===== src/rtl/xor_gate.sv =====
// ---------------------------------------------------------------------------
// xor_gate
//   Bitwise two-input exclusive-OR of two WIDTH-bit operands. The result can
//   be registered or purely combinational. The block also provides a
//   reduction-parity flag and a saturating count of output transitions,
//   which is used for activity monitoring.
//   This is a leaf primitive for parity, adder and comparator datapaths.
//   With WIDTH=1 it is the classic 1-bit XOR gate.
//
// Parameters
//   WIDTH    operand/result width in bits (>=1)
//   REG_OUT  1: out registered (one-cycle latency); 0: out combinational
//   CNT_W    width of toggle_cnt (>=1)
//
// Ports
//   clk         rising-edge clock
//   reset       asynchronous, active-high reset
//   in1, in2    operands
//   out         in1 ^ in2 (bitwise), registered or combinational
//   parity      reduction XOR of the visible out
//   toggle_cnt  saturating count of clock edges on which out changed value
// ---------------------------------------------------------------------------
module xor_gate #(
    parameter int WIDTH   = 1,
    parameter int REG_OUT = 1,
    parameter int CNT_W   = 16
) (
    input  logic             clk,
    input  logic             reset,
    input  logic [WIDTH-1:0] in1,
    input  logic [WIDTH-1:0] in2,
    output logic [WIDTH-1:0] out,
    output logic             parity,
    output logic [CNT_W-1:0] toggle_cnt
);

    // Increment that sticks at all-ones instead of wrapping.
    function automatic logic [CNT_W-1:0] sat_inc(input logic [CNT_W-1:0] v);
        return (&v) ? v : v + CNT_W'(1);
    endfunction

    logic [WIDTH-1:0] xor_p0;
    logic [WIDTH-1:0] prev_out_p1;
    logic [CNT_W-1:0] cnt_p1;

    // Stage p0: combinational XOR; X/Z on an input bit propagates as X.
    assign xor_p0 = in1 ^ in2;

    // Stage p1: prev_out_p1 holds out as of the last edge. In registered
    // mode, it is also the visible output register. This means one flop
    // serves both as the result and as the transition-detect history.
    always_ff @(posedge clk or posedge reset) begin
        if (reset) begin
            prev_out_p1 <= '0;
            cnt_p1      <= '0;
        end else begin
            if (xor_p0 != prev_out_p1)
                cnt_p1 <= sat_inc(cnt_p1);
            prev_out_p1 <= xor_p0;
        end
    end

    generate
        if (REG_OUT != 0) begin : g_reg
            assign out = prev_out_p1;
        end else begin : g_comb
            assign out = xor_p0;
        end
    endgenerate

    assign parity     = ^out;
    assign toggle_cnt = cnt_p1;

endmodule


===== config.mk =====
export PLATFORM = sky130hd
export DESIGN_NAME = xor_gate
export DESIGN_NICKNAME = d
export VERILOG_FILES = /design/src/rtl/xor_gate.sv
export SDC_FILE = /design/constraint.sdc
export NUM_CORES = 1
export LEC_CHECK = 0
export ABC_AREA = 1
export CAP_MARGIN = 20
export CORE_ASPECT_RATIO = 0.7
export CORE_MARGIN = 2
export CORE_UTILIZATION = 37
export CTS_CLUSTER_SIZE = 12
export DETAILED_ROUTE_END_ITERATION = 8
export PLACE_DENSITY = 0.67
export SLEW_MARGIN = 20
export SYNTH_ARGS = -nofsm -noshare
export SYNTH_HDL_FRONTEND = slang
export SYNTH_SLANG_ARGS = --single-unit

===== constraint.sdc =====
create_clock -name clk -period 2.55 [get_ports clk]
set_input_delay 0.51 -clock clk [delete_from_list [all_inputs] [get_ports clk]]
set_output_delay 0.51 -clock clk [all_outputs]
set_load 0.01 [all_outputs]

* After elaboration in Yosys (flattened, before gate mapping)
Index checks and enable logic that the tools add are counted.
Storage, ports and cells: latch bits 0, word-level logic and storage cells 8, memories 0, flip-flop bits (word level) 17, memory bits (writable) 0, ROM bits 0, bits of input ports 4, output and inout bits 18
Cells by class: shift operators 0, divide/modulo/power cells 0, multiply operators 0, eq/ne operators 1, order comparisons 0, bitwise operators 2, reduce and logical (&&, ||, !) cells 2, add/sub/neg operators 1, multiplexer cells 0
Operator list (count):
- $add 16x1->16 const B | 1
- $reduce_and 16->1 | 1
- $reduce_and 2->1 | 1
- $ne 1x1->1 | 1
- $not 1->1 | 1
- $xor 1x1->1 | 1

* Logic depth before layout (Yosys ltp)
Gate-level depths: netlist (run 1).
depth in word-level cells 3, gate-level depth with buffers 9, gate-level depth less buffers 8

* Worst setup path after synthesis (run 1)
No wires, ideal clock.
kind register -> register, start register cnt_p1[1] (netlist: toggle_cnt[1]), end register cnt_p1[10] (netlist: toggle_cnt[10]), setup time 118 ps, slack 1077 ps, stages on the path, launching flop included 10, clock period less this slack 1473 ps, path buffers 1, data required time 2432 ps, arrival time 1355 ps, path through dfrtp_1 > ha_1 > inv_2 > nor2_4 > nand2_4 > nor2_4 > nor2_2 > buf_6 > nand2_2 > o21ai_2
Between the ends: cells in the longest elaborated chain, start to end 3, elaborated cells on any way between the ends 4, classes of those cells add/sub: 1; bitwise: 1; reduce/logical: 2
RTL lines:
- start, declared | RTL line 44 | logic [CNT_W-1:0] cnt_p1;
- start signal, assigned | RTL line 58 | cnt_p1 <= sat_inc(cnt_p1);
- branches (longest 3 deep; another with $add 16x1->16)
Parallel ways; which one is timed is not known. A chain may end at the register's enable or synchronous reset.

* Final worst setup path (run 1)
start register cnt_p1[2] (netlist: toggle_cnt[2]), end output port toggle_cnt[2]
RTL lines:
- end, declared | RTL line 34 | output logic [CNT_W-1:0] toggle_cnt
No word-level cell between the ends.

==> impl_results.html, run 1 <==
<table>
<tr><th>Metric</th><th>Value</th></tr>
<tr><th colspan="2">STA</th></tr>
<tr><td>Measured slew at the worst slew-check pin</td><td>699 ps</td></tr>
<tr><td>Endpoints failing hold</td><td>0</td></tr>
<tr><td>Final setup TNS</td><td>0 ps</td></tr>
<tr><td>Maximum clock frequency</td><td>543 MHz</td></tr>
<tr><td>Slew margin rel.</td><td>53.4%</td></tr>
<tr><td>Number of max-slew violations in the final report</td><td>0</td></tr>
<tr><td>Unrepaired setup endpoints after global routing</td><td>false</td></tr>
<tr><td>Endpoints failing setup</td><td>0</td></tr>
<tr><td>Hold_ws</td><td>560 ps</td></tr>
<tr><td>Clk_skew</td><td>4.47 ps</td></tr>
<tr><td>Share of the clock period used by the worst path</td><td>72.2%</td></tr>
<tr><td>Shortest clock period the worst path allows after layout</td><td>1840 ps</td></tr>
<tr><th colspan="2">Worst setup path</th></tr>
<tr><td>Critical path startpoint category</td><td>flip-flop</td></tr>
<tr><td>Highest-delay cell along the critical path</td><td>clkdlybuf4s50_1</td></tr>
<tr><td>Type of element capturing the critical path</td><td>output port</td></tr>
<tr><td>Critical path fanouts, max</td><td>7</td></tr>
<tr><td>Crit path max-delay family</td><td>buffers and inverters</td></tr>
<tr><td>Reg2reg start</td><td>toggle_cnt[0]</td></tr>
<tr><td>CP bufs+invs</td><td>1</td></tr>
<tr><td>Critical path cell sequence</td><td>clkdlybuf4s50_1</td></tr>
<tr><td>Critical path class</td><td>reg -&gt; out</td></tr>
<tr><td>Delay contributed by the slowest stage of the critical path</td><td>590 ps</td></tr>
<tr><td>Critical path data required time</td><td>2040 ps</td></tr>
<tr><td>WP data arrival</td><td>1330 ps</td></tr>
<tr><td>CP startpoint</td><td>toggle_cnt[2]</td></tr>
<tr><th colspan="2">Cells and area</th></tr>
<tr><td>FILL cells</td><td>294</td></tr>
<tr><td>Share of post-route cells with drive strength above 1</td><td>13.4%</td></tr>
<tr><td>Number of nets at the end of the flow</td><td>193</td></tr>
<tr><td>Leading cell types in the layout, fill and taps excluded</td><td>nand2_1, clkdlybuf4s50_1, nor2_1, dfrtp_1, inv_1</td></tr>
<tr><td>Area of all placed cells without fillers</td><td>1430 um2</td></tr>
<tr><td>Non-filler cells, final</td><td>223</td></tr>
<tr><td>Area occupied by multi-input gates</td><td>634 um2</td></tr>
<tr><td>Area grow syn2layout</td><td>24.1%</td></tr>
<tr><td>Register area</td><td>425 um2</td></tr>
<tr><td>ANT cells</td><td>0</td></tr>
<tr><td>Most frequent standard cell in the layout excluding fill and tap cells</td><td>nand2_1</td></tr>
<tr><th colspan="2">Floorplanning</th></tr>
<tr><td>Total Die Area</td><td>3590 um2</td></tr>
<tr><td>I/O pins</td><td>22</td></tr>
<tr><td>Area of the core</td><td>2880 um2</td></tr>
<tr><td>Num rows</td><td>16</td></tr>
<tr><td>Die Y</td><td>50.7 um</td></tr>
<tr><td>Starting utilization of the core area</td><td>40.0%</td></tr>
<tr><td>Die Wd</td><td>70.7 um</td></tr>
<tr><th colspan="2">Clock network</th></tr>
<tr><td>H-tree lvl count</td><td>1</td></tr>
<tr><td>Buffer depth of the longest clock path</td><td>2</td></tr>
<tr><td>Clock latency at the later pin of the worst-skew pair</td><td>250 ps</td></tr>
<tr><td>Hold-fix buffer count after cts</td><td>0</td></tr>
<tr><td>Num CTS Buffers</td><td>3</td></tr>
<tr><td>Register clock-pin slew on the reported worst setup and hold paths</td><td>70 ps</td></tr>
<tr><td>Clk sink count</td><td>17</td></tr>
<tr><td>Buffer type at the clock tree root</td><td>clkbuf_8</td></tr>
<tr><td>Number of post-CTS setup repair buffers</td><td>0</td></tr>
<tr><td>Post_cts resized</td><td>0</td></tr>
<tr><td>TritonCTS clock tree</td><td>built</td></tr>
<tr><th colspan="2">Pwr</th></tr>
<tr><td>Maximum ir drop on the vdd rail</td><td>0.000282 V</td></tr>
<tr><td>Pleak</td><td>0.640 nW</td></tr>
<tr><td>Total power of the final layout</td><td>0.887 mW</td></tr>
<tr><td>Power density cells</td><td>620 nW/um2</td></tr>
<tr><th colspan="2">Worst hold path</th></tr>
<tr><td>HP Class</td><td>reg -&gt; reg</td></tr>
<tr><td>Start point of the worst hold path</td><td>toggle_cnt[14]</td></tr>
<tr><th colspan="2">Synthesis</th></tr>
<tr><td>Share of synthesized area spent on multiplexers</td><td>0%</td></tr>
<tr><td>Average footprint of a synthesized cell</td><td>7.03 um2</td></tr>
<tr><td>Sequential cell area fraction in the yosys report</td><td>36.9%</td></tr>
<tr><td>Adder-cell share of the synthesized area</td><td>1.08%</td></tr>
<tr><td>Xor/xnor share of the synthesized area</td><td>4.56%</td></tr>
<tr><td>Number of flip-flops and latches in the synthesized netlist</td><td>17</td></tr>
<tr><td>Post-Synth Simple-Gate Area</td><td>42.1%</td></tr>
<tr><td>Share of the synthesized area in compound gates (AO/OA/AOI/OAI)</td><td>7.27%</td></tr>
<tr><td>Synth Net Count</td><td>169</td></tr>
<tr><td>Summed instance area of the synthesized netlist</td><td>1150 um2</td></tr>
<tr><td>Number of instances in the synthesized netlist</td><td>164</td></tr>
<tr><td>Number of library cell types mapped by synthesis</td><td>20</td></tr>
<tr><td>Yosys warnings</td><td>0</td></tr>
<tr><td>Main combinational cell family by area after synthesis</td><td>simple AND/OR/NAND/NOR gates</td></tr>
<tr><th colspan="2">Placement</th></tr>
<tr><td>Routability Congestion</td><td>0.810</td></tr>
<tr><td>DP Wirelength</td><td>1.92 mm</td></tr>
<tr><td>Number of buffers added on ports</td><td>21</td></tr>
<tr><td>Placed cells</td><td>219</td></tr>
<tr><td>Placement Cell Area</td><td>1390 um2</td></tr>
<tr><th colspan="2">Global route</th></tr>
<tr><td>Global-route total usage across every layer</td><td>14.9%</td></tr>
<tr><td>Vias in the first global route</td><td>890</td></tr>
<tr><td>Initial antenna violation count</td><td>0</td></tr>
<tr><td>Pin count of the biggest net entering global routing</td><td>22</td></tr>
<tr><td>Wire length of the first global-routing pass</td><td>4.16 mm</td></tr>
<tr><td>GRT overflow</td><td>0</td></tr>
<tr><th colspan="2">Drt</th></tr>
<tr><td>Average detailed-routed wire length per instance</td><td>11.4 um</td></tr>
<tr><td>Final ANT Viol Nets</td><td>0</td></tr>
<tr><td>Routed wire length</td><td>2.54 mm</td></tr>
<tr><td>Vias post-DR</td><td>1,022</td></tr>
<tr><td>Router iterations before antenna repair</td><td>5</td></tr>
<tr><td>Via density per instance</td><td>4.58</td></tr>
<tr><td>Residual DRC count</td><td>0</td></tr>
<tr><td>DRT iter0 DRCs</td><td>53</td></tr>
<tr><th colspan="2">Status</th></tr>
<tr><td>Status</td><td>finished clean</td></tr>
<tr><th colspan="2">Run</th></tr>
<tr><td>Number of maximum-capacitance violations</td><td>0</td></tr>
</table>
==> where the power goes <==
group	leakage [nW]	switching [mW]	internal, mW	total [mW]
registers	0.227	0.0623	0.311	0.374
clock network	0.0228	0.0928	0.111	0.204
logic	0.390	0.165	0.145	0.310
total	0.640	0.320	0.567	0.887
==> final timing paths <==
path	slack [ps]	endpoint	cells after the start
min in group asynchronous	660	toggle_cnt[9]	2
min reg2reg	560	toggle_cnt[14]	2
min	560	toggle_cnt[14]	2
max reg2reg	910	toggle_cnt[11]	9
max in group asynchronous	1440	toggle_cnt[11]	2
max	710	toggle_cnt[2]	1
==> cells in the mapped netlist (all sizes together) <==
cell type / number / area (um2)
inv: 17 / 63.8
ha: 1 / 12.5
nand2: 76 / 310
nand3: 8 / 40.0
nand4: 4 / 25.0
xor2: 5 / 43.8
dfrtp: 17 / 425
nor2: 22 / 110
buf: 3 / 30.0
o21ai: 10 / 83.8
xnor2: 1 / 8.76
==> layer usage <==
metal	up-vias	global-route usage, %	share of wire [%]
li1	549	-	-
met1	450	21.3	52
met2	21	22.7	42
met3	2	4.62	5.2
met4	0	1.89	0.16
met5	-	0	0
==> cells by family (layout without fill, tap and decap cells) <==
family | Yosys count | after routing
DFF | 17 | 17
and+or+nand+nor | 110 | 110
buffers and inverters | 20 | 43
adders and majority gates | 1 | 1
AOI/OAI and AO/OA | 10 | 10
xor gates and xnor gates | 6 | 6
==> flip-flops by register name, indices dropped and copies added (netlist names) <==
signal / flops
out: 1
toggle_cnt: 16
==> through the flow <==
stage	setup slack, ps	util (%)
after detailed placement	546	48.1
after CTS	704	49.7
after floorplan	1080	-
final	710	49.7
after global routing	659	49.7
after global placement	667	48.1
==> layout make-up <==
cell class | count | share of cell area (%)
clock buffer | 4 | 3.15
inverter | 17 | 4.46
multi-input combinational | 127 | 44.3
sequential | 17 | 29.7
tap | 36 | 3.15
timing repair buffer | 22 | 15.2
Power figures use the tool's default switching activity.
==> run 2, diff against run 1 <==
--- a/config.mk
+++ b/config.mk
@@ -12,7 +12,7 @@
 export CORE_UTILIZATION = 37
 export CTS_CLUSTER_SIZE = 12
 export DETAILED_ROUTE_END_ITERATION = 8
-export PLACE_DENSITY = 0.67
+export PLACE_DENSITY = 0.69
 export SLEW_MARGIN = 20
 export SYNTH_ARGS = -nofsm -noshare
 export SYNTH_HDL_FRONTEND = slang
==> constraint.sdc (replaced) <==
create_clock -name clk -period 1.6 [get_ports clk]
set_input_delay 0.32 -clock clk [delete_from_list [all_inputs] [get_ports clk]]
set_output_delay 0.32 -clock clk [all_outputs]
set_load 0.01 [all_outputs]
==> impl_results.html, run 2 (synthesis results as in run 1) <==
<table>
<tr><th>Metric</th><th>Value</th></tr>
<tr><th colspan="2">Status</th></tr>
<tr><td>Status</td><td>finished clean</td></tr>
<tr><th colspan="2">Cells and area</th></tr>
<tr><td>Leading cell types in the layout, fill and taps excluded</td><td>nand2_1, clkdlybuf4s50_1, nor2_1</td></tr>
<tr><td>Area grow syn2layout</td><td>32.9%</td></tr>
<tr><td>Most frequent standard cell in the layout excluding fill and tap cells</td><td>nand2_1</td></tr>
<tr><td>Number of nets at the end of the flow</td><td>203</td></tr>
<tr><td>ANT cells</td><td>0</td></tr>
<tr><td>Number of flip-flops under the largest register name</td><td>16</td></tr>
<tr><td>Share of post-route cells with drive strength above 1</td><td>21.3%</td></tr>
<tr><th colspan="2">Worst setup path</th></tr>
<tr><td>Delay contributed by the slowest stage of the critical path</td><td>570 ps</td></tr>
<tr><td>Critical path cell sequence</td><td>clkdlybuf4s50_1</td></tr>
<tr><td>Crit path max-delay family</td><td>buffers and inverters</td></tr>
<tr><td>Highest-delay cell along the critical path</td><td>clkdlybuf4s50_1</td></tr>
<tr><td>WP data arrival</td><td>1240 ps</td></tr>
<tr><td>CP bufs+invs</td><td>1</td></tr>
<tr><td>Critical path fanouts, max</td><td>5</td></tr>
<tr><td>Type of element capturing the critical path</td><td>output port</td></tr>
<tr><td>Critical path class</td><td>reg -&gt; out</td></tr>
<tr><td>Critical path startpoint category</td><td>flip-flop</td></tr>
<tr><td>Critical path data required time</td><td>1280 ps</td></tr>
<tr><th colspan="2">Clock network</th></tr>
<tr><td>H-tree lvl count</td><td>1</td></tr>
<tr><td>Buffer depth of the longest clock path</td><td>2</td></tr>
<tr><td>Hold-fix buffer count after cts</td><td>0</td></tr>
<tr><td>Clock latency at the later pin of the worst-skew pair</td><td>250 ps</td></tr>
<tr><td>Buffer type at the clock tree root</td><td>clkbuf_8</td></tr>
<tr><td>Register clock-pin slew on the reported worst setup and hold paths</td><td>70 ps</td></tr>
<tr><td>TritonCTS clock tree</td><td>built</td></tr>
<tr><td>Clk sink count</td><td>17</td></tr>
<tr><td>Num CTS Buffers</td><td>3</td></tr>
<tr><th colspan="2">Global route</th></tr>
<tr><td>Initial antenna violation count</td><td>0</td></tr>
<tr><td>Pin count of the biggest net entering global routing</td><td>22</td></tr>
<tr><td>Global-route total usage across every layer</td><td>16.3%</td></tr>
<tr><td>GRT overflow</td><td>0</td></tr>
<tr><td>Wire length of the first global-routing pass</td><td>4.57 mm</td></tr>
<tr><td>Vias in the first global route</td><td>1,001</td></tr>
<tr><th colspan="2">Placement</th></tr>
<tr><td>Routability Congestion</td><td>0.813</td></tr>
<tr><td>DP Wirelength</td><td>2.10 mm</td></tr>
<tr><td>Number of buffers added on ports</td><td>21</td></tr>
<tr><td>Worst setup slack after placement</td><td>-114 ps</td></tr>
<tr><th colspan="2">Pwr</th></tr>
<tr><td>Total power of the final layout</td><td>1.51 mW</td></tr>
<tr><td>Pleak</td><td>0.704 nW</td></tr>
<tr><td>Power density cells</td><td>988 nW/um2</td></tr>
<tr><td>Maximum ir drop on the vdd rail</td><td>0.000620 V</td></tr>
<tr><th colspan="2">STA</th></tr>
<tr><td>Clk_skew</td><td>4.54 ps</td></tr>
<tr><td>Share of the clock period used by the worst path</td><td>97.6%</td></tr>
<tr><td>Slew margin rel.</td><td>74.5%</td></tr>
<tr><td>Maximum clock frequency</td><td>640 MHz</td></tr>
<tr><td>Shortest clock period the worst path allows after layout</td><td>1560 ps</td></tr>
<tr><td>Endpoints failing setup</td><td>0</td></tr>
<tr><td>Number of max-slew violations in the final report</td><td>0</td></tr>
<tr><td>Measured slew at the worst slew-check pin</td><td>381 ps</td></tr>
<tr><td>Endpoints failing hold</td><td>0</td></tr>
<tr><td>PnR worst setup slack</td><td>38.5 ps</td></tr>
<tr><th colspan="2">Drt</th></tr>
<tr><td>Residual DRC count</td><td>0</td></tr>
<tr><td>Average detailed-routed wire length per instance</td><td>11.9 um</td></tr>
<tr><td>DRT iter0 DRCs</td><td>56</td></tr>
<tr><td>Final ANT Viol Nets</td><td>0</td></tr>
<tr><td>Via density per instance</td><td>4.69</td></tr>
<tr><td>Routed wire length</td><td>2.78 mm</td></tr>
<tr><td>Router iterations before antenna repair</td><td>4</td></tr>
<tr><td>Vias post-DR</td><td>1,093</td></tr>
<tr><th colspan="2">Run</th></tr>
<tr><td>Number of maximum-capacitance violations</td><td>0</td></tr>
<tr><th colspan="2">Floorplanning</th></tr>
<tr><td>Area of the core</td><td>2880 um2</td></tr>
<tr><td>Total Die Area</td><td>3590 um2</td></tr>
<tr><td>I/O pins</td><td>22</td></tr>
<tr><td>Num rows</td><td>16</td></tr>
<tr><td>Die Y</td><td>50.7 um</td></tr>
<tr><td>Die Wd</td><td>70.7 um</td></tr>
<tr><td>Starting utilization of the core area</td><td>40.0%</td></tr>
<tr><th colspan="2">Worst hold path</th></tr>
<tr><td>HP Class</td><td>in -&gt; async</td></tr>
</table>
-- run 2: cell type report --
class	instances	area (um2)
clock buffers	4	45.0
fillers	282	1350
inverters	17	63.8
multi-input cells	127	634
flip-flops and latches	17	434
well taps	36	45.0
repair buffers	32	310
-- run 2: report_power, final --
| group | internal (mW) | switching, mW |
|---|---|---|
| Clock | 0.177 | 0.148 |
| Sequential | 0.500 | 0.0699 |
| Combinational | 0.308 | 0.311 |
-- run 2: worst paths after layout --
kind	from	to	slack [ps]	cells past startpoint
min in group clk	toggle_cnt[9]	toggle_cnt[9]	550	2
worst min-delay path	reset	out	370	3
worst max register to register	toggle_cnt[0]	toggle_cnt[5]	160	9
max in group asynchronous	reset	toggle_cnt[5]	1010	3
worst min register to register	toggle_cnt[9]	toggle_cnt[9]	550	2
worst max-delay path	toggle_cnt[11]	toggle_cnt[11]	40	1
-- run 2: through the flow --
step	utilization, %	TNS (ps)	instance area [um2]	std cells	hold WS (ps)
floorplan	-	0	1150	164	246
detailed placement	49.8	-1620	1440	224	549
finish	53.2	0	1530	233	375
global placement	49.8	-167	1440	224	540
CTS	51.6	0	1490	228	381
global route	53.2	-8.91	1530	233	422
-- run 2: per-layer routing --
layer	vias to the layer above	GRT usage, %	wire length, um
li1	568	-	-
met1	497	23.1	1410
met2	26	25.7	1220
met3	2	4.82	136
met4	0	0.943	4
met5	-	0	0
-- run 2: what timing repair did --
| item | CTS | global route |
|---|---|---|
| setup buffers | 0 | 5 |
| pin swaps | 0 | 0 |
| gates resized for setup | 4 | 5 |
| endpoints found under the setup margin | 4 | 9 |
==> run 3, diff against run 2 <==
--- a/config.mk
+++ b/config.mk
@@ -12,7 +12,7 @@
 export CORE_UTILIZATION = 37
 export CTS_CLUSTER_SIZE = 12
 export DETAILED_ROUTE_END_ITERATION = 8
-export PLACE_DENSITY = 0.69
+export SKIP_LAST_GASP = 1
 export SLEW_MARGIN = 20
 export SYNTH_ARGS = -nofsm -noshare
 export SYNTH_HDL_FRONTEND = slang
==> impl_results.html, run 3 (synthesis results as in run 1) <==
<table>
<tr><th>Metric</th><th>Value</th></tr>
<tr><th colspan="2">Clock network</th></tr>
<tr><td>Clk sink count</td><td>17</td></tr>
<tr><td>Clock latency at the later pin of the worst-skew pair</td><td>260 ps</td></tr>
<tr><td>Num CTS Buffers</td><td>3</td></tr>
<tr><td>TritonCTS clock tree</td><td>built</td></tr>
<tr><td>H-tree lvl count</td><td>1</td></tr>
<tr><td>Buffer type at the clock tree root</td><td>clkbuf_8</td></tr>
<tr><td>Register clock-pin slew on the reported worst setup and hold paths</td><td>70 ps</td></tr>
<tr><td>Buffer depth of the longest clock path</td><td>2</td></tr>
<tr><th colspan="2">STA</th></tr>
<tr><td>Clk_skew</td><td>6.06 ps</td></tr>
<tr><td>Endpoints failing hold</td><td>0</td></tr>
<tr><td>Slew margin rel.</td><td>73.5%</td></tr>
<tr><td>Number of max-slew violations in the final report</td><td>0</td></tr>
<tr><td>PnR worst setup slack</td><td>46.1 ps</td></tr>
<tr><td>Share of the clock period used by the worst path</td><td>97.1%</td></tr>
<tr><td>Maximum clock frequency</td><td>644 MHz</td></tr>
<tr><td>Measured slew at the worst slew-check pin</td><td>396 ps</td></tr>
<tr><td>Endpoints failing setup</td><td>0</td></tr>
<tr><td>Shortest clock period the worst path allows after layout</td><td>1550 ps</td></tr>
<tr><td>Unrepaired setup endpoints after global routing</td><td>false</td></tr>
<tr><th colspan="2">Drt</th></tr>
<tr><td>Final ANT Viol Nets</td><td>0</td></tr>
<tr><td>DRT iter0 DRCs</td><td>61</td></tr>
<tr><td>Vias post-DR</td><td>1,087</td></tr>
<tr><td>Routed wire length</td><td>2.79 mm</td></tr>
<tr><td>Residual DRC count</td><td>0</td></tr>
<tr><td>Via density per instance</td><td>4.69</td></tr>
<tr><td>Router iterations before antenna repair</td><td>4</td></tr>
<tr><td>Average detailed-routed wire length per instance</td><td>12.0 um</td></tr>
<tr><th colspan="2">Placement</th></tr>
<tr><td>Worst setup slack after placement</td><td>-114 ps</td></tr>
<tr><td>Placed cells</td><td>223</td></tr>
<tr><td>DP Wirelength</td><td>2.13 mm</td></tr>
<tr><td>Number of buffers added on ports</td><td>21</td></tr>
<tr><td>Routability Congestion</td><td>0.797</td></tr>
<tr><th colspan="2">Worst setup path</th></tr>
<tr><td>Delay contributed by the slowest stage of the critical path</td><td>560 ps</td></tr>
<tr><td>Critical register-to-register path endpoint</td><td>toggle_cnt[13]</td></tr>
<tr><td>WP data arrival</td><td>1230 ps</td></tr>
<tr><td>Reg2reg start</td><td>toggle_cnt[0]</td></tr>
<tr><td>Setup slack, reg-to-reg</td><td>130 ps</td></tr>
<tr><td>Depth of the worst register-to-register path</td><td>9</td></tr>
<tr><td>Type of element capturing the critical path</td><td>output port</td></tr>
<tr><td>Critical path data required time</td><td>1280 ps</td></tr>
<tr><td>CP startpoint</td><td>toggle_cnt[11]</td></tr>
<tr><td>Critical path cell sequence</td><td>clkdlybuf4s50_1</td></tr>
<tr><td>CP bufs+invs</td><td>1</td></tr>
<tr><td>Highest-delay cell along the critical path</td><td>clkdlybuf4s50_1</td></tr>
<tr><td>Critical path fanouts, max</td><td>5</td></tr>
<tr><td>Crit path max-delay family</td><td>buffers and inverters</td></tr>
<tr><td>Critical path class</td><td>reg -&gt; out</td></tr>
<tr><td>Count of cell instances traversed by the critical path</td><td>1</td></tr>
<tr><td>Critical path startpoint category</td><td>flip-flop</td></tr>
<tr><th colspan="2">Status</th></tr>
<tr><td>Status</td><td>finished clean</td></tr>
<tr><th colspan="2">Global route</th></tr>
<tr><td>Vias in the first global route</td><td>1,020</td></tr>
<tr><td>Global-route total usage across every layer</td><td>16.6%</td></tr>
<tr><td>Pin count of the biggest net entering global routing</td><td>22</td></tr>
<tr><td>Wire length of the first global-routing pass</td><td>4.62 mm</td></tr>
<tr><td>Initial antenna violation count</td><td>0</td></tr>
<tr><td>GRT overflow</td><td>0</td></tr>
<tr><th colspan="2">Pwr</th></tr>
<tr><td>Pleak</td><td>0.710 nW</td></tr>
<tr><td>Maximum ir drop on the vdd rail</td><td>0.000461 V</td></tr>
<tr><td>Power density cells</td><td>982 nW/um2</td></tr>
<tr><td>Total power of the final layout</td><td>1.50 mW</td></tr>
<tr><th colspan="2">Floorplanning</th></tr>
<tr><td>Die Y</td><td>50.7 um</td></tr>
<tr><td>Total Die Area</td><td>3590 um2</td></tr>
<tr><td>Area of the core</td><td>2880 um2</td></tr>
<tr><td>Starting utilization of the core area</td><td>40.0%</td></tr>
<tr><td>Num rows</td><td>16</td></tr>
<tr><td>Die Wd</td><td>70.7 um</td></tr>
<tr><td>I/O pins</td><td>22</td></tr>
<tr><th colspan="2">Cells and area</th></tr>
<tr><td>Number of flip-flops under the largest register name</td><td>16</td></tr>
<tr><td>Share of post-route cells with drive strength above 1</td><td>21.9%</td></tr>
<tr><td>Share of the core filled with cells</td><td>53.2%</td></tr>
<tr><td>ANT cells</td><td>0</td></tr>
<tr><td>Area grow syn2layout</td><td>32.9%</td></tr>
<tr><td>Non-filler cells, final</td><td>232</td></tr>
<tr><td>Most frequent standard cell in the layout excluding fill and tap cells</td><td>nand2_1</td></tr>
<tr><td>Number of nets at the end of the flow</td><td>202</td></tr>
<tr><td>Leading cell types in the layout, fill and taps excluded</td><td>nand2_1, clkdlybuf4s50_1, nor2_1, inv_1, dfrtp_1</td></tr>
<tr><th colspan="2">Worst hold path</th></tr>
<tr><td>HP Class</td><td>in -&gt; async</td></tr>
<tr><th colspan="2">Run</th></tr>
<tr><td>Number of maximum-capacitance violations</td><td>0</td></tr>
</table>
==> run 3: timing repair <==
action / in CTS / in global routing
resized for setup: 2 / 9
gates cloned: 0 / 0
setup endpoints to repair: 2 / 20
hold buffers: 0 / 0
buffers inserted: 0 / 5
pin swaps: 0 / 0
==> run 3: power by group <==
part | switching (mW) | leakage (nW) | internal [mW]
registers | 0.0504 | 0.217 | 0.500
clock network | 0.157 | 0.0255 | 0.173
logic | 0.326 | 0.467 | 0.298
==> run 3: area by class of cell <==
cell class,instances,area (um2)
clock inverters,1,5.00
multi-input cells,127,639
clock buffers,3,41.3
well taps,36,45.0
inverters,17,63.8
repair buffers,31,305
fillers,278,1350
flip-flops and latches,17,433
==> run 3: routing by layer <==
| layer | up-vias | part of all wire (%) | track usage (%) |
|---|---|---|---|
| li1 | 572 | - | - |
| met1 | 490 | 50 | 22.8 |
| met2 | 23 | 44 | 26.9 |
| met3 | 2 | 5.3 | 5.02 |
| met4 | 0 | 0.29 | 1.57 |
| met5 | - | 0 | 0 |
==> run 3: how the worst max path moves through the flow <==
stage / end / slack [ps]
finish: toggle_cnt[11] / 50
global route: toggle_cnt[11] / 0.6
CTS: toggle_cnt[5] / 5
detailed placement: toggle_cnt[13] / -110
global placement: toggle_cnt[13] / -30
floorplan: toggle_cnt[10] / 130
==> run 3: stage by stage <==
stage	area [um2]	setup TNS [ps]	hold WS (ps)
finish	1530	0	374
global route	1530	0	412
CTS	1480	0	379
detailed placement	1430	-1340	545
global placement	1430	-213	530
floorplan	1150	0	246
